`config.mk`:
```
export PLATFORM = sky130hd
export DESIGN_NAME = register_file
export DESIGN_NICKNAME = d
export VERILOG_FILES = /design/src/rtl/regfile_pkg.sv /design/src/rtl/reg_scoreboard.sv /design/src/rtl/register_file.sv
export SDC_FILE = /design/constraint.sdc
export NUM_CORES = 2
export LEC_CHECK = 0
export CORE_UTILIZATION = 35
export DETAILED_ROUTE_END_ITERATION = 7
export SYNTH_ARGS = -nofsm -noshare
export SYNTH_HDL_FRONTEND = slang
export SYNTH_SLANG_ARGS = --single-unit
```
`constraint.sdc`:
```
create_clock -name clk -period 5.4 [get_ports clk]
set_clock_uncertainty 0.05 [all_clocks]
set_input_delay 1.35 -clock clk [delete_from_list [all_inputs] [get_ports clk]]
set_output_delay 1.35 -clock clk [all_outputs]
set_load 0.05 [all_outputs]
```
`src/rtl/regfile_pkg.sv`:
```
// -----------------------------------------------------------------------------
// regfile_pkg
// Shared defaults and types for the integer register file and its scoreboard.
//   XLEN_DEF     : register data width
//   NUM_REGS_DEF : number of architectural integer registers
//   ADDR_W_DEF   : register index width, clog2(NUM_REGS_DEF)
//   sb_op_e      : per-entry busy-bit update selected each cycle
//   sb_next      : applies an sb_op_e to a busy bit
// Used by register_file and reg_scoreboard.
// -----------------------------------------------------------------------------
package regfile_pkg;

  localparam int XLEN_DEF     = 64;
  localparam int NUM_REGS_DEF = 32;
  localparam int ADDR_W_DEF   = 5;

  typedef enum logic [1:0] {
    SB_HOLD  = 2'd0,
    SB_SET   = 2'd1,
    SB_CLEAR = 2'd2
  } sb_op_e;

  function automatic logic sb_next(input sb_op_e op, input logic cur);
    logic nxt;
    nxt = cur;
    case (op)
      SB_SET:   nxt = 1'b1;
      SB_CLEAR: nxt = 1'b0;
      default:  nxt = cur;
    endcase
    return nxt;
  endfunction

endpackage

```
`src/rtl/reg_scoreboard.sv`:
```
// -----------------------------------------------------------------------------
// reg_scoreboard
// Busy-bit array tracking registers that have an issued but not yet written
// producer. Issue sets a bit, writeback clears it; when both hit the same
// entry on one edge the set wins because it belongs to the newer producer.
// Entry 0 is never set and always reads as not busy.
//
// Optional feature: define REGFILE_BYPASS_EN to forward the writeback clear
// onto the busy outputs in the same cycle (an issue to the same index in that
// cycle keeps the output busy).
//
// Ports
//   clk, reset              : clock, synchronous active-high reset
//   issue_valid, issue_reg  : set request from decode
//   clear_valid, clear_reg  : clear request from write-back
//   read_reg1, read_reg2    : lookup indices
//   busy1, busy2            : busy state of read_reg1 / read_reg2
// -----------------------------------------------------------------------------
module reg_scoreboard
  import regfile_pkg::*;
#(
  parameter int NUM_REGS = NUM_REGS_DEF,
  parameter int ADDR_W   = ADDR_W_DEF
) (
  input  logic              clk,
  input  logic              reset,
  input  logic              issue_valid,
  input  logic [ADDR_W-1:0] issue_reg,
  input  logic              clear_valid,
  input  logic [ADDR_W-1:0] clear_reg,
  input  logic [ADDR_W-1:0] read_reg1,
  input  logic [ADDR_W-1:0] read_reg2,
  output logic              busy1,
  output logic              busy2
);

  logic [NUM_REGS-1:0] busy_q;
  sb_op_e              op [NUM_REGS];
  logic                stored1;
  logic                stored2;

  // Per-entry update selection; set is checked first so it wins a tie.
  always_comb begin
    for (int i = 0; i < NUM_REGS; i++) begin
      op[i] = SB_HOLD;
      if (i != 0) begin
        if (issue_valid && (issue_reg == ADDR_W'(i))) begin
          op[i] = SB_SET;
        end else if (clear_valid && (clear_reg == ADDR_W'(i))) begin
          op[i] = SB_CLEAR;
        end
      end
    end
  end

  always_ff @(posedge clk) begin
    if (reset) begin
      busy_q <= '0;
    end else begin
      for (int i = 0; i < NUM_REGS; i++) begin
        busy_q[i] <= sb_next(op[i], busy_q[i]);
      end
    end
  end

  // Index 0 is gated so it reads idle even before the first reset.
  always_comb begin
    stored1 = (read_reg1 != '0) && busy_q[read_reg1];
    stored2 = (read_reg2 != '0) && busy_q[read_reg2];
  end

`ifdef REGFILE_BYPASS_EN
  logic wr_hit1;
  logic wr_hit2;

  always_comb begin
    wr_hit1 = clear_valid && (clear_reg != '0) && (clear_reg == read_reg1);
    wr_hit2 = clear_valid && (clear_reg != '0) && (clear_reg == read_reg2);
    // On a writeback hit the stored bit is stale: the result is "busy" only
    // if a new producer is being issued to the same index right now.
    busy1 = wr_hit1 ? (issue_valid && (issue_reg == read_reg1)) : stored1;
    busy2 = wr_hit2 ? (issue_valid && (issue_reg == read_reg2)) : stored2;
  end
`else
  always_comb begin
    busy1 = stored1;
    busy2 = stored2;
  end
`endif

endmodule

```
`src/rtl/register_file.sv`:
```
// -----------------------------------------------------------------------------
// register_file
// Integer register file with two combinational read ports, one single-cycle
// write port and a busy-bit scoreboard (reg_scoreboard) for hazard detection.
// Register 0 is hard-wired to zero; writes and issues to it are dropped.
//
// Optional feature: define REGFILE_BYPASS_EN to forward write_data onto a read
// port whose index matches the write in the same cycle.
//
// Ports
//   clk, reset                          : clock, synchronous active-high reset
//   read_reg1/2 -> read_data1/2         : combinational register reads
//   busy1/2                             : outstanding producer for read_reg1/2
//   write_enable, write_reg, write_data : writeback port, always accepted
//   issue_valid, issue_reg              : destination of a newly issued op
// -----------------------------------------------------------------------------
module register_file
  import regfile_pkg::*;
#(
  parameter int XLEN     = XLEN_DEF,
  parameter int NUM_REGS = NUM_REGS_DEF,
  parameter int ADDR_W   = ADDR_W_DEF
) (
  input  logic              clk,
  input  logic              reset,
  input  logic [ADDR_W-1:0] read_reg1,
  input  logic [ADDR_W-1:0] read_reg2,
  output logic [XLEN-1:0]   read_data1,
  output logic [XLEN-1:0]   read_data2,
  input  logic              write_enable,
  input  logic [ADDR_W-1:0] write_reg,
  input  logic [XLEN-1:0]   write_data,
  input  logic              issue_valid,
  input  logic [ADDR_W-1:0] issue_reg,
  output logic              busy1,
  output logic              busy2
);

  logic [XLEN-1:0] regs [NUM_REGS];
  logic            wr_live;
  logic [XLEN-1:0] stored1;
  logic [XLEN-1:0] stored2;

  assign wr_live = write_enable && (write_reg != '0);

  always_ff @(posedge clk) begin
    if (reset) begin
      for (int i = 0; i < NUM_REGS; i++) begin
        regs[i] <= '0;
      end
    end else if (wr_live) begin
      regs[write_reg] <= write_data;
    end
  end

  // Index 0 is muxed to zero rather than relying on the stored entry.
  always_comb begin
    stored1 = (read_reg1 == '0) ? '0 : regs[read_reg1];
    stored2 = (read_reg2 == '0) ? '0 : regs[read_reg2];
  end

`ifdef REGFILE_BYPASS_EN
  always_comb begin
    read_data1 = (wr_live && (write_reg == read_reg1)) ? write_data : stored1;
    read_data2 = (wr_live && (write_reg == read_reg2)) ? write_data : stored2;
  end
`else
  always_comb begin
    read_data1 = stored1;
    read_data2 = stored2;
  end
`endif

  reg_scoreboard #(
    .NUM_REGS (NUM_REGS),
    .ADDR_W   (ADDR_W)
  ) u_scoreboard (
    .clk         (clk),
    .reset       (reset),
    .issue_valid (issue_valid),
    .issue_reg   (issue_reg),
    .clear_valid (write_enable),
    .clear_reg   (write_reg),
    .read_reg1   (read_reg1),
    .read_reg2   (read_reg2),
    .busy1       (busy1),
    .busy2       (busy2)
  );

endmodule

```
# Word level (Yosys, flattened, before mapping)
# Memory sizes are Yosys's and may differ from the RTL's.
# Cells that the tools add are included.
# op_classes
n_lt_le_gt_ge	2
eq_ne	124
n_mux	107
n_reduce_logical	102
# op_table
operator	count
$mux W64	3
$eq A5 B5 Y1 const B	32
$mux W2	62
$eq A5 B4 Y1 const B	16
$logic_and A1 B1 Y1	65
$reduce_or A64 Y1	1
$eq A2 B1 Y1 const B	31
$eq A2 B2 Y1 const B	31
$pmux W1 S2	31
$reduce_bool A2 Y1	31
$eq A5 B3 Y1 const B	8
$eq A5 B2 Y1 const B	4
$reduce_bool A5 Y1	3
$lt A5 B6 Y1 const B	2
$bmux W1 S5	2
$eq A5 B1 Y1 const B	2
$logic_not A5 Y1	2
$mux W1	8
$mux W5	1
# totals
ff_bits	31
ram_bits	2048
input_bits	88
memories	1
# mem_list
memory	words	word_bits	rd	rd_clocked_by_memory_dff	write_ports	line_no	rtl
regs	32	64	2	0	32	register_file.sv:39	logic [XLEN-1:0] regs [NUM_REGS];

# Logic depth before layout (Yosys ltp)
# depth
word_depth	7
ltp_mapped	10
mapped_depth_nobuf	5

# Hierarchy
# From an unflattened synthesis, not the netlist that was laid out.
# hier_totals
cells_unflattened	7295
area_unflattened_um2	110135.6
# modules_own_cells
module	instances	cells_each	area_per_inst_um2	seq_area_each_um2
register_file	1	7055	108263.8	61499.0
reg_scoreboard	1	240	1871.8	620.6

# Least setup slack after synthesis
# OpenSTA, ideal clock, no wires.
# synth_path
kind	input to output
start	input port read_reg2[1]
end	output port read_data2[62]
arrival_ps	4852
required_ps	4000
setup_slack_ps	-852
cell_stages	8
path_buffers	4
path_cell_list	buf_4 -> buf_4 -> buf_4 -> buf_4 -> nand2_1 -> o22ai_1 -> nor4_1 -> a2111oi_0
# synth_via
elab_chain_cells	2
# synth_rtl
element	line_no	rtl
from (decl)	register_file.sv:27	input logic [ADDR_W-1:0] read_reg2,
$mem_v2 Z32 W64 / $logic_not A5 Y1 (equally long branches)	-	
$mux W64 (*)	register_file.sv:59	stored2 = (read_reg2 == '0) ? '0 : regs[read_reg2];
to (decl)	register_file.sv:29	output logic [XLEN-1:0] read_data2,
# Every way passes the cells marked *; elsewhere a longest branch is shown, timed or not.

# Worst setup path after layout
# layout_path
start	input port read_reg2[2]
end	output port read_data2[10]
# Same word-level chain as after synthesis.

==> impl_metrics.yaml <==
run_status:
  status: "completed"
power:
  peakVddDrop_mv: 0.3177
  p_total_mw: 41.43
  p_leak_nw: 44.79
  powerDensity_nw_per_um2: 320.8
setup_path:
  reg2regPathDepth: 2
  crit_family: "buffers and inverters"
  reg2reg_from: "u_scoreboard.busy_q[6]$_SDFFE_PP0P_"
  crit_path_end_kind: "output pin"
  regToRegEndpoint: "u_scoreboard.busy_q[6]$_SDFFE_PP0P_"
  r2r_slack_ns: 4.62
  crit_type: "in2out"
  path_common_cell: "buf_4"
  critical_path_buf_inv_count: 6
  cp_slowest_cell: "nor4_4"
  crit_fanout: 17
  crit_chain: "buf_8 -> buf_12 -> buf_4 -> nand2_2 -> or3_1 -> o311ai_0 -> buf_4 -> a221oi_1 -> nor4_4 -> buf_4 -> buf_12"
  critPathMaxStageDelay_ns: 0.52
  required_ns: 4.00
  crit_arrival_ns: 3.94
  start_kind: "primary input"
sta:
  finalSetupViolations: 0
  final-hold-violation-count: 0
  holdWs_ns: 0.4333
  period_share_pct: 98.89
  drv_slew: 0
  worstMarginPinSlew_ns: 1.242
  finalSetupTns_ns: 0
  min_period_ns: 5.340
  rsz0062_at_grt: "false"
  worst_slew_margin_rel_pct: 16.95
  fmax_mhz: 187.3
grt:
  antenna_found_initial: 68
  grt_max_degree: 65
  grt_usage_pct: 26.09
  grt_first_pass_wirelength_mm: 572.2
  grt_pass1_vias: 70730
  grt_overflow: 0
clock_network:
  cts_setup_buffers: 0
  cts.sinks: 2075
  ctsHoldBuffers: 0
  htree_levels: 4
  cts_max_path_buffers: 3
  clk_root_buffer_cell: "clkbuf_16"
  path_clk_slew_ns: 0.06
  clk_latency_ns: 0.91
  cts_tree: "done"
  cts_inserted_buffers: 227
floorplanning:
  core_um2: 311900
  row_count: 205
  die_w_um: 562.1
  fp.dieArea_um2: 315900
  ioPinCount: 218
  die_h_um: 562.1
  start_util_pct: 35.20
drt:
  drt-wirelength-per-cell_um: 36.03
  drtIter0Drc: 10720
  ant_nets: 0
  dr.pass1.iters: 6
  drt_wl_total_mm: 417.4
  avgViaCountPerCell: 6.097
  drt_drc_violations_left: 0
  via_count: 70630
synthesis:
  netlist_area_um2: 109800
  yosysUniqueCellTypes: 48
  synth_common_cells: "edfxtp_1, and2_1, mux4_2"
  avgSynthCellArea_um2: 15.65
  synth_edf_count: 2044
  ys.flop_type: "edfxtp_1"
  synthAdderAreaFrac_pct: 0
  yosysWarnings: 0
  async_reset_ff_share_pct: 0
  seq_area_frac_synth_pct: 56.48
  synth-compound-area-share_pct: 2.640
  synth_xor_area_share_pct: 0
  synth_area_leaders: "edfxtp_1, mux4_2, and2_1"
  synth_top_area_share_pct: 55.91
  synthMuxAreaShare_pct: 25.22
  synth_top_area_cell: "edfxtp_1"
  synthSimpleGateAreaFrac_pct: 12.56
  yosysMostFrequentCell: "edfxtp_1"
  synth_top_family_by_area: "multiplexers"
  synth_cells: 7015
  ys_seq_elements: 2075
flow_run:
  cap_violations: 0
min_path:
  whs_endpoint: "u_scoreboard.busy_q[16]$_SDFFE_PP0P_"
  hp-start: "u_scoreboard.busy_q[16]$_SDFFE_PP0P_"
  hp-class: "reg2reg"
  hold_depth: 2
place:
  dp_hpwl_mm: 244.3
  gp_congestion: 0.8848
  portBuffers: 217
finish:
  drive_above_1_share_pct: 28.71
  finalNetCount: 7298
  synthToLayoutAreaGrowth_pct: 17.63
  finish.utilization_pct: 41.40
==> layer usage <==
layer  part of all wire [%]  GRT usage [%]  routed length [um]  vias up
met5                  0.031              0                 129        -
met4                    4.9          12.36               20370       22
met3                     11          5.736               46650      991
met2                     47          41.96              197300     5038
met1                     37          33.56              152900    37150
li1                       -              -                   -    27430
==> power by group <==
| part | leakage [nW] | internal (mW) | switching (mW) |
|---|---|---|---|
| Combinational | 21.3 | 2.65 | 3.46 |
| Clock | 3.74 | 9.34 | 6.95 |
| Sequential | 19.7 | 18.6 | 0.447 |
==> logic make-up after synthesis <==
family,Yosys count
buf+inv,785
other cells,1
mux,1450
simple gates,2279
compound gates,425
flops,2075
==> cell type report <==
cell class,count,area (um2)
Antenna cell,38,95.09
Clock buffer,262,5854
Clock inverter,163,1926
Fill cell,27810,182800
Inverter,24,90.09
Multi-Input combinational cell,4214,45160
Sequential cell,2075,62000
Tap cell,4140,5180
Timing Repair Buffer,668,8835
==> how the worst max path moves through the flow <==
| stage | from | to | slack, ns | cells past startpoint |
|---|---|---|---|---|
| floorplan | read_reg2[1] | read_data2[62] | -0.17 | 8 |
| global placement | read_reg2[2] | read_data2[10] | -0.26 | 11 |
| detailed placement | read_reg2[2] | read_data2[10] | -0.27 | 11 |
| CTS | read_reg2[1] | read_data2[23] | 0.007 | 9 |
| global route | read_reg2[1] | read_data2[57] | 0.01 | 9 |
| finish | read_reg2[2] | read_data2[10] | 0.06 | 11 |
==> flip-flops by register name, summed over array words and instances, names as in the netlist <==
name and cells:
regs 2044, u_scoreboard.busy_q 31
==> what timing repair did <==
item                                    4_1_cts  5_1_grt
endpoints found under the setup margin        1        1
resized for setup                             2        1
pin swaps                                     1        0
==> layout by cell type, fill, tap and decap left out, drive strengths merged, types with 36 or more instances in the layout <==
master and count:
edfxtp 2044, and2 1987, mux4 1047, buf 592, mux2i 341, clkbuf 262, o22ai 115, clkinv 109
nand2 90, a21o 85, nor2 83, clkdlybuf4s50 76, mux2 62, conb 60, o21ai 59, a21oi 40
diode 38, a22oi 36
==> worst min-delay path: cells and delay by family (launching register included) <==
| family | cells | cell delay, ns |
|---|---|---|
| flops | 1 | 0.33 |
| buf+inv | 1 | 0.05 |
| compound gates | 1 | 0.05 |
==> metrics by stage <==
step	area (um2)	setup WS (ns)	cells
6_report	129100	0.06012	11580
5_1_grt	129100	0.01175	11560
4_1_cts	129000	0.007013	11550
3_5_place_dp	121300	-0.2696	11120
3_3_place_gp	121200	-0.2616	11120
2_1_floorplan	110000	-0.1748	7074
No activity file was read; power rests on OpenSTA's default activity.
